[config.mk]
export PLATFORM = sky130hd
export DESIGN_NAME = ika87ad_opfetch
export DESIGN_NICKNAME = d
export VERILOG_FILES = /design/src/rtl/ika87ad_opfetch_pkg.sv /design/src/rtl/ika87ad_opfetch_pfxdet.sv /design/src/rtl/ika87ad_opfetch.sv
export SDC_FILE = /design/constraint.sdc
export NUM_CORES = 1
export LEC_CHECK = 0
export CAP_MARGIN = 25
export CORE_MARGIN = 10
export CORE_UTILIZATION = 49
export DETAILED_ROUTE_END_ITERATION = 8
export GPL_TIMING_DRIVEN = 0
export PLACE_DENSITY = 0.91
export SLEW_MARGIN = 20
export SYNTH_ARGS = -nofsm -noshare
export SYNTH_HDL_FRONTEND = slang
export SYNTH_SLANG_ARGS = --single-unit
[constraint.sdc]
create_clock -name i_EMUCLK -period 2.1 [get_ports i_EMUCLK]
set_input_delay 0.21 -clock i_EMUCLK [delete_from_list [all_inputs] [get_ports i_EMUCLK]]
set_output_delay 0.21 -clock i_EMUCLK [all_outputs]
set_load 0.05 [all_outputs]
[src/rtl/ika87ad_opfetch_pkg.sv]
// Shared IKA87AD mnemonics: fetch FSM states, prefix bytes, page codes and
// the HARDI opcode that the fetcher injects for a hardware interrupt.
package IKA87AD_mnemonics;

  typedef enum logic [1:0] {
    FETCH1 = 2'd0,
    FETCH2 = 2'd1,
    HOLD   = 2'd2,
    WAIT   = 2'd3
  } fetch_st_e;

  localparam logic [7:0] PFX_48 = 8'h48;
  localparam logic [7:0] PFX_60 = 8'h60;
  localparam logic [7:0] PFX_64 = 8'h64;
  localparam logic [7:0] PFX_70 = 8'h70;
  localparam logic [7:0] PFX_74 = 8'h74;

  localparam logic [2:0] PAGE_NONE = 3'd0;
  localparam logic [2:0] PAGE_48   = 3'd1;
  localparam logic [2:0] PAGE_60   = 3'd2;
  localparam logic [2:0] PAGE_64   = 3'd3;
  localparam logic [2:0] PAGE_70   = 3'd4;
  localparam logic [2:0] PAGE_74   = 3'd5;

  localparam logic [7:0] OP_HARDI = 8'h73;

endpackage

[src/rtl/ika87ad_opfetch_pfxdet.sv]
// Prefix detector: classifies an opcode byte as a page prefix and returns
// the page code it selects (PAGE_NONE for ordinary opcodes).
module ika87ad_pfxdet
  import IKA87AD_mnemonics::*;
(
  input  logic [7:0] i_byte,
  output logic       o_is_prefix,
  output logic [2:0] o_page
);

  // Byte -> {is_prefix, page} lookup
  always_comb begin
    o_is_prefix = 1'b1;
    o_page      = PAGE_NONE;
    case (i_byte)
      PFX_48:  o_page = PAGE_48;
      PFX_60:  o_page = PAGE_60;
      PFX_64:  o_page = PAGE_64;
      PFX_70:  o_page = PAGE_70;
      PFX_74:  o_page = PAGE_74;
      default: o_is_prefix = 1'b0;
    endcase
  end

endmodule

[src/rtl/ika87ad_opfetch.sv]
// IKA87AD instruction fetch front end. Pulls opcode bytes from the bus unit,
// folds a prefix byte into a page code, holds one {opcode, page} for the
// microsequencer and owns the fetch address counter.
// Build option: IKA87AD_IRQ_INJECT_EN enables HARDI injection on i_IRQ_REQ.
module ika87ad_opfetch
  import IKA87AD_mnemonics::*;
#(
  parameter logic [15:0] RESET_PC = 16'h0000
) (
  input  logic        i_EMUCLK,
  input  logic        i_RESET_n,
  input  logic        i_CEN,
  input  logic [7:0]  i_FETCH_DATA,
  input  logic        i_FETCH_VALID,
  output logic        o_FETCH_READY,
  output logic [15:0] o_FETCH_ADDR,
  output logic [7:0]  o_OPCODE,
  output logic [2:0]  o_OPCODE_PAGE,
  output logic        o_OPCODE_VALID,
  output logic [15:0] o_OPCODE_PC,
  input  logic        i_OPCODE_ACCEPT,
  input  logic        i_ADDR_INC,
  input  logic        i_RESUME,
  input  logic        i_PC_LOAD,
  input  logic [15:0] i_PC_LOAD_VAL,
  input  logic        i_IRQ_REQ,
  output logic        o_IRQ_ACK
);

  fetch_st_e   state_q, state_d;
  logic [15:0] addr_q, addr_d;
  logic [15:0] pc_q, pc_d;
  logic [7:0]  opc_q, opc_d;
  logic [2:0]  page_q, page_d;
  logic [2:0]  pfx_page_q, pfx_page_d;
  logic        valid_q, valid_d;
  logic        ack_q, ack_d;

  logic        is_pfx;
  logic [2:0]  det_page;
  logic        irq_take;
  logic        xfer;

  ika87ad_pfxdet u_pfxdet (
    .i_byte      (i_FETCH_DATA),
    .o_is_prefix (is_pfx),
    .o_page      (det_page)
  );

`ifdef IKA87AD_IRQ_INJECT_EN
  // Interrupt only lands on an instruction boundary, never after a prefix.
  assign irq_take = (state_q == FETCH1) && i_IRQ_REQ && !i_PC_LOAD;
`else
  logic unused_irq;
  assign unused_irq = i_IRQ_REQ;
  assign irq_take   = 1'b0;
`endif

  // Ready also drops while injecting so the bus unit never sees a byte
  // handshake complete that the fetcher did not actually consume.
  assign o_FETCH_READY = ((state_q == FETCH1) || (state_q == FETCH2)) &&
                         !i_PC_LOAD && !irq_take;
  assign xfer          = i_CEN && i_FETCH_VALID && o_FETCH_READY;

  assign o_FETCH_ADDR   = addr_q;
  assign o_OPCODE       = opc_q;
  assign o_OPCODE_PAGE  = page_q;
  assign o_OPCODE_VALID = valid_q;
  assign o_OPCODE_PC    = pc_q;
  assign o_IRQ_ACK      = ack_q;

  // Fetch FSM next state, address counter and held-opcode updates
  always_comb begin
    state_d    = state_q;
    addr_d     = addr_q;
    pc_d       = pc_q;
    opc_d      = opc_q;
    page_d     = page_q;
    pfx_page_d = pfx_page_q;
    valid_d    = valid_q;
    ack_d      = 1'b0;
    if (i_CEN) begin
      if (i_PC_LOAD) begin
        // Flush: drop held opcode and any half-fetched prefix.
        addr_d     = i_PC_LOAD_VAL;
        pc_d       = i_PC_LOAD_VAL;
        valid_d    = 1'b0;
        pfx_page_d = PAGE_NONE;
        state_d    = FETCH1;
      end else begin
        case (state_q)
          FETCH1: begin
            if (irq_take) begin
              // HARDI reports the un-advanced address as its return PC.
              opc_d   = OP_HARDI;
              page_d  = PAGE_NONE;
              valid_d = 1'b1;
              pc_d    = addr_q;
              ack_d   = 1'b1;
              state_d = HOLD;
            end else if (xfer) begin
              addr_d = addr_q + 16'd1;
              pc_d   = addr_q;
              if (is_pfx) begin
                pfx_page_d = det_page;
                state_d    = FETCH2;
              end else begin
                opc_d   = i_FETCH_DATA;
                page_d  = PAGE_NONE;
                valid_d = 1'b1;
                state_d = HOLD;
              end
            end else begin
              pc_d = addr_q;
            end
          end
          FETCH2: begin
            // Second byte is always the opcode, even if it looks like a prefix.
            if (xfer) begin
              addr_d     = addr_q + 16'd1;
              opc_d      = i_FETCH_DATA;
              page_d     = pfx_page_q;
              pfx_page_d = PAGE_NONE;
              valid_d    = 1'b1;
              state_d    = HOLD;
            end
          end
          HOLD: begin
            if (i_OPCODE_ACCEPT) begin
              valid_d = 1'b0;
              state_d = WAIT;
            end
          end
          WAIT: begin
            if (i_ADDR_INC) addr_d = addr_q + 16'd1;
            if (i_RESUME) begin
              pc_d    = addr_d;
              state_d = FETCH1;
            end
          end
          default: state_d = FETCH1;
        endcase
      end
    end
  end

  // State register; ack is a single-cycle pulse so it clears on every clock
  always_ff @(posedge i_EMUCLK or negedge i_RESET_n) begin
    if (!i_RESET_n) begin
      state_q    <= FETCH1;
      addr_q     <= RESET_PC;
      pc_q       <= 16'h0000;
      opc_q      <= 8'h00;
      page_q     <= PAGE_NONE;
      pfx_page_q <= PAGE_NONE;
      valid_q    <= 1'b0;
      ack_q      <= 1'b0;
    end else begin
      state_q    <= state_d;
      addr_q     <= addr_d;
      pc_q       <= pc_d;
      opc_q      <= opc_d;
      page_q     <= page_d;
      pfx_page_q <= pfx_page_d;
      valid_q    <= valid_d;
      ack_q      <= ack_d;
    end
  end

endmodule
**Yosys cells after proc, flatten, opt, wreduce, memory -nomap -nowiden**

Index checks and enable logic that the tools add are counted.

- Memory bits (read-only): 0
- Output and inout port bits: 46
- Logic and storage cells: 81
- Register bits: 49
- Latch bits: 0
- Memories kept: 0
- Memory bits (writable): 0

- Divide/modulo/power cells: 0
- Multiplexer cells: 35
- Shift-type cells: 0
- Eq/ne operators: 18
- $add $sub $neg: 1
- Reductions and logical operators: 19
- Multipliers: 0
- Magnitude comparators: 0
- Bitwise operators: 1

Operators with widths:

| cell | number |
|---|---|
| $mux W16 | 5 |
| $pmux W16 S2 | 2 |
| $eq A8 B7 Y1 const B | 5 |
| $mux W8 | 3 |
| $mux W3 | 7 |
| $ne A3 B3 Y1 const B | 6 |
| $add A16 B1 Y16 const B | 1 |
| $pmux W8 S2 | 1 |
| $pmux W3 S5 | 1 |
| $mux W2 | 6 |
| $pmux W3 S2 | 2 |
| $reduce_and A6 Y1 | 2 |
| $reduce_and A5 Y1 | 2 |
| $reduce_bool A3 Y1 | 3 |
| $pmux W2 S4 | 1 |
| $mux W1 | 6 |
| $ne A2 B2 Y1 const B | 3 |
| $reduce_and A3 Y1 | 2 |
| $reduce_or A5 Y1 | 1 |
| $eq A2 B2 Y1 const B | 2 |
| $reduce_bool A4 Y1 | 1 |
| $logic_and A1 B1 Y1 | 3 |
| $ne A3 B1 Y1 const B | 1 |
| $pmux W1 S3 | 1 |
| 7 further kinds | 7 |

**Longest topological paths before layout**

Gate-level depths: netlist of the first run.

- Depth after elaboration: 7
- Gate-level depth with buffers: 8
- Gate-level depth less buffers: 7

**Cells and area by module**

From an unflattened synthesis of the first run, not the netlist that was laid out.

- Cells, all modules: 337
- Area total of the unflattened synthesis: 2976.6 um^2

Modules (own cells, without submodules):

| module | cells an instance | instances | area each (um^2) |
|---|---|---|---|
| ika87ad_opfetch | 328 | 1 | 2915.3 |
| ika87ad_pfxdet | 9 | 1 | 61.3 |

**Least setup slack after synthesis of the first run**

Ideal clock, no wire load.

- Path kind: register -> register
- From: register addr_q[0], in the netlist o_FETCH_ADDR[0]
- To: register pc_q[12], in the netlist o_OPCODE_PC[12]
- Stages on the path, launching flop included: 7
- Slack: 32 ps
- Arrival: 1943 ps
- Library setup time: 125 ps
- Data required time: 1975 ps
- Cell sequence: dfrtp_1 -> ha_1 -> nand4_1 -> nor4_1 -> xnor2_1 -> o21ai_0 -> mux2_2

- Longest elaborated chain between the ends: 5

RTL lines:

| element | RTL line | source |
|---|---|---|
| from (decl) | ika87ad_opfetch.sv:31 | `logic [15:0] addr_q, addr_d;` |
| from (signal assigned) | ika87ad_opfetch.sv:160 | `addr_q <= addr_d;` |
| $add A16 B1 Y16 | ika87ad_opfetch.sv:135 | `if (i_ADDR_INC) addr_d = addr_q + 16'd1;` |
| $mux W16 | ika87ad_opfetch.sv:135 |  |
| $mux W16 | ika87ad_opfetch.sv:136 | `if (i_RESUME) begin` |
| $pmux W16 S2 | ika87ad_opfetch.sv:91 | `case (state_q)` |
| $mux W16 | ika87ad_opfetch.sv:83 | `if (i_PC_LOAD) begin` |
| to (signal assigned) | ika87ad_opfetch.sv:161 | `pc_q <= pc_d;` |
| to (decl) | ika87ad_opfetch.sv:32 | `logic [15:0] pc_q, pc_d;` |

No other way between the ends. The select of a mux whose other input is x is not followed.
A chain may end at the register's enable or synchronous reset.

**Worst setup path in the final report of the first run**

- From: input i_PC_LOAD
- To: output o_FETCH_READY

- Longest elaborated chain between the ends: 2

RTL lines:

| element | RTL line | source |
|---|---|---|
| from (decl) | ika87ad_opfetch.sv:24 | `input logic i_PC_LOAD,` |
| $logic_not A1 Y1 | ika87ad_opfetch.sv:62 | `!i_PC_LOAD && !irq_take;` |
| $logic_and A1 B1 Y1 | ika87ad_opfetch.sv:61 | `assign o_FETCH_READY = ((state_q == FETCH1) \|\| (state_q == FETCH2)) &&` |
| to (decl) | ika87ad_opfetch.sv:15 | `output logic o_FETCH_READY,` |

No other way between the ends.

==> impl_metrics.yaml, run 1 <==
grt:
  grt_pass1_wl_microns: 15520
  grt_pass1_vias: 3027
  overflow: 0
  antenna_found_initial: 0
  grt_max_degree: 31
  grt_util_all_layers_pct: 19.42
power:
  ir_worst_vdd_uv: 782.2
  leakagePower_uw: 0.001590
  power_uw: 6038
  pwr_density_cell_mw_per_mm2: 1501
drt:
  drc: 0
  wl_microns: 9992
  drt_iter0_markers: 576
  vias: 3045
  first_pass_iters: 6
  antenna_left: 0
  wl_per_cell_microns: 20.64
  routed_via_density: 6.291
status:
  outcome: "finished with violations"
  violations: "setup timing"
worst_hold_path:
  hp-start: "i_CEN"
  hold_class: "in -> reg"
setup_path:
  crit_arrival_ns: 1.90
  critPathRequiredTime_ns: 1.89
  critPathKind: "in -> out"
  end_kind: "output pin"
  cp_cell_sequence: "clkdlybuf4s50_1 -> clkbuf_4 -> buf_4 -> buf_4 -> nor2_1 -> buf_2"
  critPathSlowestCell: "clkdlybuf4s50_1"
  cpPeakStageDelay_ns: 0.62
  startpoint_type: "primary input"
  crit_top_cell: "buf_4"
  crit_start: "i_PC_LOAD"
  crit_fanout: 10
  r2r-start: "state_q[0]"
sta:
  drv_slew: 0
  rsz0062_at_grt: "yes"
  finalSetupTns_ns: -0.01638
  slew_headroom_pct: 63.65
  fmax_mhz: 474.2
  setup_viol: 2
  setup_slack_ns: -0.008763
  worst_pin_slew_ns: 0.5435
  min_period_over_period_pct: 100.4
  hold_viol: 0
  final.setup_skew_ns: 0.009967
  fin_crit_ns: 2.109
final_layout:
  antennaDiodeCount: 0
  final_common_cell: "clkdlybuf4s50_1"
  final_cell_count_no_fill: 484
  drive_above_1_share_pct: 15.53
  layout_common_cells: "clkdlybuf4s50_1 (73), dfrtp_1 (47), nand2_1 (38)"
  area_delta_synth_final_pct: 38.94
  fillers: 427
  fin_nets: 449
synth:
  synth_compound_gate_area_share_pct: 21.26
  synth_xor_xnor_area_share_pct: 4.235
  synth_cell_types: 57
  yosysTopAreaCell: "dfrtp_1"
  synthCells: 322
  yosys_warnings: 0
  yosysSeqAreaShare_pct: 42.35
  synth_fa_ha_area_share_pct: 2.161
  synth_top_family_by_area: "compound AO/OA/AOI/OAI gates"
  postSynthAreaPerCell_sq_um: 8.992
  synthSimpleGateAreaFrac_pct: 19.49
  synth.ff_latch_count: 49
  synth_nets: 360
  synthFlopType: "dfrtp_1"
  synth_edf_count: 0
  netlist_area_sq_mm: 0.002895
  synth_top_area_share_pct: 42.35
  synthTopCellsByArea: "dfrtp_1 (42%), o21ai_0 (6.1%), nand2_1 (4.9%)"
  async_flop_share_pct: 100.0
  synthMuxAreaShare_pct: 5.877
clocking:
  numClockSinks: 49
  clk-insertion-delay-late_ns: 0.32
  cts_made_buffers: 5
  clock_path_buffers: 2
  clk_pin_slew_ns: 0.10
  cts_tree: "built"
  cts-root-buf: "clkbuf_8"
  htree_levels: 2
floorplan:
  die_w_microns: 96.87
  io_pins: 79
  num_rows: 27
  dieArea_sq_mm: 0.009384
  initial_core_util_pct: 51.63
  design.core.area_sq_mm: 0.005608
  die_h_microns: 96.87
place:
  gp_congestion: 0.9473
  io_buffers: 75
  place_inst: 471
  hpwl_microns: 6963
flow_run:
  drv_cap: 0
## final timing paths
check | to | slack (ns) | depth (start not counted)
worst max-delay path | o_FETCH_READY | -0.009 | 6
worst min-delay path | o_OPCODE_PC[2] | 0.30 | 3
worst max register to register | o_FETCH_ADDR[0] | -0.009 | 7
worst min register to register | o_OPCODE_PC[7] | 0.49 | 2
max in group asynchronous | o_FETCH_ADDR[0] | 1.18 | 3
min in group asynchronous | o_OPCODE[0] | 0.38 | 2
## kinds of logic (layout without fill, tap and decap cells)
logic type / after synthesis / after routing
XOR/XNOR: 14 / 14
AO/OA/AOI/OAI: 100 / 100
AND/OR/NAND/NOR: 113 / 113
adder cells (fa/ha/maj): 5 / 5
flip-flops: 49 / 49
multiplexers: 14 / 14
other: 1 / 1
buffers and inverters: 26 / 116
## through the flow
step                area [sq um]  worst slack [ns]  utilization [%]  hold slack, ns
global placement            3736           -0.8351            66.62          0.4624
CTS                         3930         0.0007414            70.08          0.3345
floorplan                   2895           0.03198                -        -0.08559
global route                4023          -0.03394            71.73          0.3127
detailed placement          3756           -0.8279            66.98          0.1970
finish                      4023         -0.008763            71.73          0.3033
## worst max-delay path, delay by kind of cell
family / cells / cell delay, ns
buf+inv: 5 / 1.60
simple gates: 1 / 0.09
## final cells by class
| type | instances | area [sq um] | share of cell area [%] |
|---|---|---|---|
| inverters | 7 | 26.28 | 0.6532 |
| clock buffers | 5 | 68.82 | 1.711 |
| multi-input cells | 247 | 1632 | 40.56 |
| well taps | 72 | 90.09 | 2.240 |
| repair buffers | 83 | 813.3 | 20.22 |
| plain buffers | 18 | 116.4 | 2.893 |
| flip-flops and latches | 49 | 1229 | 30.54 |
| clock inverters | 3 | 47.55 | 1.182 |
## Yosys cell counts (all sizes together), types with 4 or more instances
| cell type | instances |
|---|---|
| a21oi | 26 |
| a22o | 5 |
| buf | 11 |
| clkbuf | 8 |
| dfrtp | 49 |
| ha | 5 |
| inv | 6 |
| mux2 | 12 |
| nand2 | 38 |
| nand2b | 4 |
| nand3 | 11 |
| nand4 | 5 |
| nor2 | 24 |
| nor2b | 5 |
| nor3 | 9 |
| o21ai | 36 |
| o22ai | 8 |
| or3 | 4 |
| xnor2 | 6 |
| xor2 | 8 |
## power breakdown
group	switching, uW	total (uW)	leakage (uW)	internal [uW]
logic	2400	3670	0.000936	1270
clock network	350	714	0.0000591	364
registers	346	1660	0.000595	1310
## state kept, by name, indices dropped and copies added, names as in the netlist
register	count
o_OPCODE_PC	16
o_OPCODE	8
o_FETCH_ADDR	16
pfx_page_q	3
o_OPCODE_PAGE	3
o_OPCODE_VALID	1
state_q	2
## routing by layer
layer | track usage (%) | wire length [microns] | up-vias
met2 | 31.85 | 4917 | 230
met3 | 4.045 | 1028 | 49
met5 | 0 | 0 | -
met1 | 23.61 | 3696 | 1414
li1 | - | - | 1352
met4 | 9.245 | 349 | 0
## repair_timing
item	4_1_cts	5_1_grt
hold buffers	1	0
gates resized for setup	16	20
setup buffers	1	4
endpoints found under the setup margin	32	27
hold endpoints to repair	19	0
pin swaps	0	2
Note: power is estimated with default switching activity, not from simulation.
==> run 2, diff against run 1 <==
--- a/config.mk
+++ b/config.mk
@@ -7,11 +7,11 @@
 export LEC_CHECK = 0
 export CAP_MARGIN = 25
 export CORE_MARGIN = 10
-export CORE_UTILIZATION = 49
+export CORE_UTILIZATION = 50
+export CTS_BUF_LIST = sky130_fd_sc_hd__clkbuf_4
 export DETAILED_ROUTE_END_ITERATION = 8
 export GPL_TIMING_DRIVEN = 0
-export PLACE_DENSITY = 0.91
-export SLEW_MARGIN = 20
+export PLACE_DENSITY = 0.93
 export SYNTH_ARGS = -nofsm -noshare
 export SYNTH_HDL_FRONTEND = slang
 export SYNTH_SLANG_ARGS = --single-unit
==> run 2 against run 1 <==
Die area decreased by 1.6%. Critical path type is now reg -> reg. Maximum frequency up 2.8%. Utilization fell by 0.69 points. Total power shrank 4.8%. Clock power decreased by 40%. The run now ends clean. First-iteration DRC count shrank 51%.
==> impl_metrics.yaml, run 2 (same netlist as run 1, synthesis figures left out) <==
floorplan:
  num_rows: 27
  design.core.area_sq_mm: 0.005574
  io_pins: 79
  initial_core_util_pct: 51.94
  dieArea_sq_mm: 0.009234
  die_w_microns: 96.10
  die_h_microns: 96.10
sta:
  hold_viol: 0
  finalSetupTns_ns: 0
  fin_crit_ns: 2.051
  drv_slew: 0
  worst_pin_slew_ns: 0.5445
  slew_headroom_pct: 63.59
  min_period_over_period_pct: 97.67
  final.setup_skew_ns: 0.01379
  fmax_mhz: 487.6
  hold_ws_ns: 0.2500
  setup_viol: 0
final_layout:
  antennaDiodeCount: 0
  final_common_cell: "clkdlybuf4s50_1"
  layout_common_cells: "clkdlybuf4s50_1 (73), dfrtp_1 (48), nand2_1 (38)"
  area_delta_synth_final_pct: 36.78
  fin_nets: 451
  drive_above_1_share_pct: 14.53
  fillers: 410
  fin_area_sq_mm: 0.003960
drt:
  dr_wl_met2_microns: 4776
  routedLengthMet1_microns: 3672
  first_pass_iters: 7
  drc: 0
  routed_via_density: 6.186
  wl_per_cell_microns: 19.74
  wl_microns: 9576
  antenna_left: 0
  drt_iter0_markers: 284
  wl_met3_microns: 904
  dr.max_layer_used: "met4"
  vias: 3000
place:
  place_area_sq_mm: 0.003756
  gp_congestion: 0.9340
  io_buffers: 75
  hpwl_microns: 6951
clocking:
  numClockSinks: 49
  cts_made_buffers: 5
  clk_pin_slew_ns: 0.14
  cts_tree: "built"
  clk-insertion-delay-late_ns: 0.38
  cts-root-buf: "clkbuf_4"
  clock_path_buffers: 2
  htree_levels: 2
grt:
  grt_pass1_vias: 2834
  grt_util_all_layers_pct: 19.93
  overflow: 0
  grt_max_degree: 32
  antenna_found_initial: 0
  grt_pass1_wl_microns: 14480
status:
  outcome: "finished, final reports clean"
setup_path:
  critPathKind: "reg -> reg"
  end_kind: "flop"
  startpoint_type: "flop"
  critPathRequiredTime_ns: 2.42
  crit_arrival_ns: 2.37
  crit_fanout: 10
power:
  leakagePower_uw: 0.001574
  pwr_density_cell_mw_per_mm2: 1451
  ir_worst_vdd_uv: 885.2
worst_hold_path:
  hold_class: "in -> reg"
flow_run:
  drv_cap: 0
## run 2: changes by cell type in the layout (fill, tap and decap cells not counted), moves of 2 or more
cell and delta:
buf_4 +2, clkbuf_4 +6, clkbuf_8 -5, inv_6 -2
## run 2: stage by stage
stage          std cells  setup WS, ns  utilization [%]  power, uW
6_report             485       0.04897            71.04       5745
5_1_grt              485     -0.001897            71.04       6006
4_1_cts              480      -0.01528            69.47       5612
3_5_place_dp         471       -0.8896            67.38       5138
3_3_place_gp         469       -0.8286            67.03       5027
2_1_floorplan        322       0.03198                -       3924
## run 2: cell type report
class | instances | area (sq um) | area share, %
Multi-Input combinational cell | 247 | 1608 | 40.60
Sequential cell | 49 | 1227 | 31.00
Clock buffer | 6 | 45.04 | 1.137
Tap cell | 72 | 90.09 | 2.275
Buffer | 18 | 116.4 | 2.938
Clock inverter | 1 | 3.754 | 0.09479
Inverter | 7 | 26.28 | 0.6635
Timing Repair Buffer | 85 | 843.3 | 21.30
## run 2: path summary, 6_finish.rpt
check,startpoint,endpoint,slack (ns),depth (start not counted)
setup / recovery,state_q[1],o_FETCH_ADDR[0],0.05,8
hold / removal,i_CEN,o_OPCODE_PC[0],0.25,3
setup reg to reg,state_q[1],o_FETCH_ADDR[0],0.05,8
hold reg to reg,o_OPCODE_PC[3],o_OPCODE_PC[3],0.50,2
max in group asynchronous,i_RESET_n,o_FETCH_ADDR[0],1.28,3
min in group asynchronous,i_RESET_n,o_OPCODE[1],0.30,2
## run 2: repair_timing
action,4_1_cts,5_1_grt
pin swaps,0,2
endpoints found under the hold margin,18,0
endpoints found under the setup margin,29,33
setup buffers,1,6
resized for setup,18,14
hold buffers,1,0
## run 2: report_power, final
| part | internal [uW] | switching [uW] |
|---|---|---|
| sequential | 1310 | 333 |
| clock | 135 | 296 |
| combinational | 1290 | 2380 |
| total | 2730 | 3010 |
## run 2: layer usage
metal  vias up  track usage (%)
li1       1350                -
met1      1419            24.25
met2       205            33.63
met3        26            4.747
met4         0            7.002
met5         -                0
## run 2: worst max-delay path, stage by stage, from the launching register on
cell and delay [ns]:
dfrtp_1 0.42, inv_1 0.09, ha_2 0.23, or4_4 0.56, o311a_4 0.17, buf_4 0.19
nand3_1 0.08, o21ai_0 0.09, a21oi_1 0.16
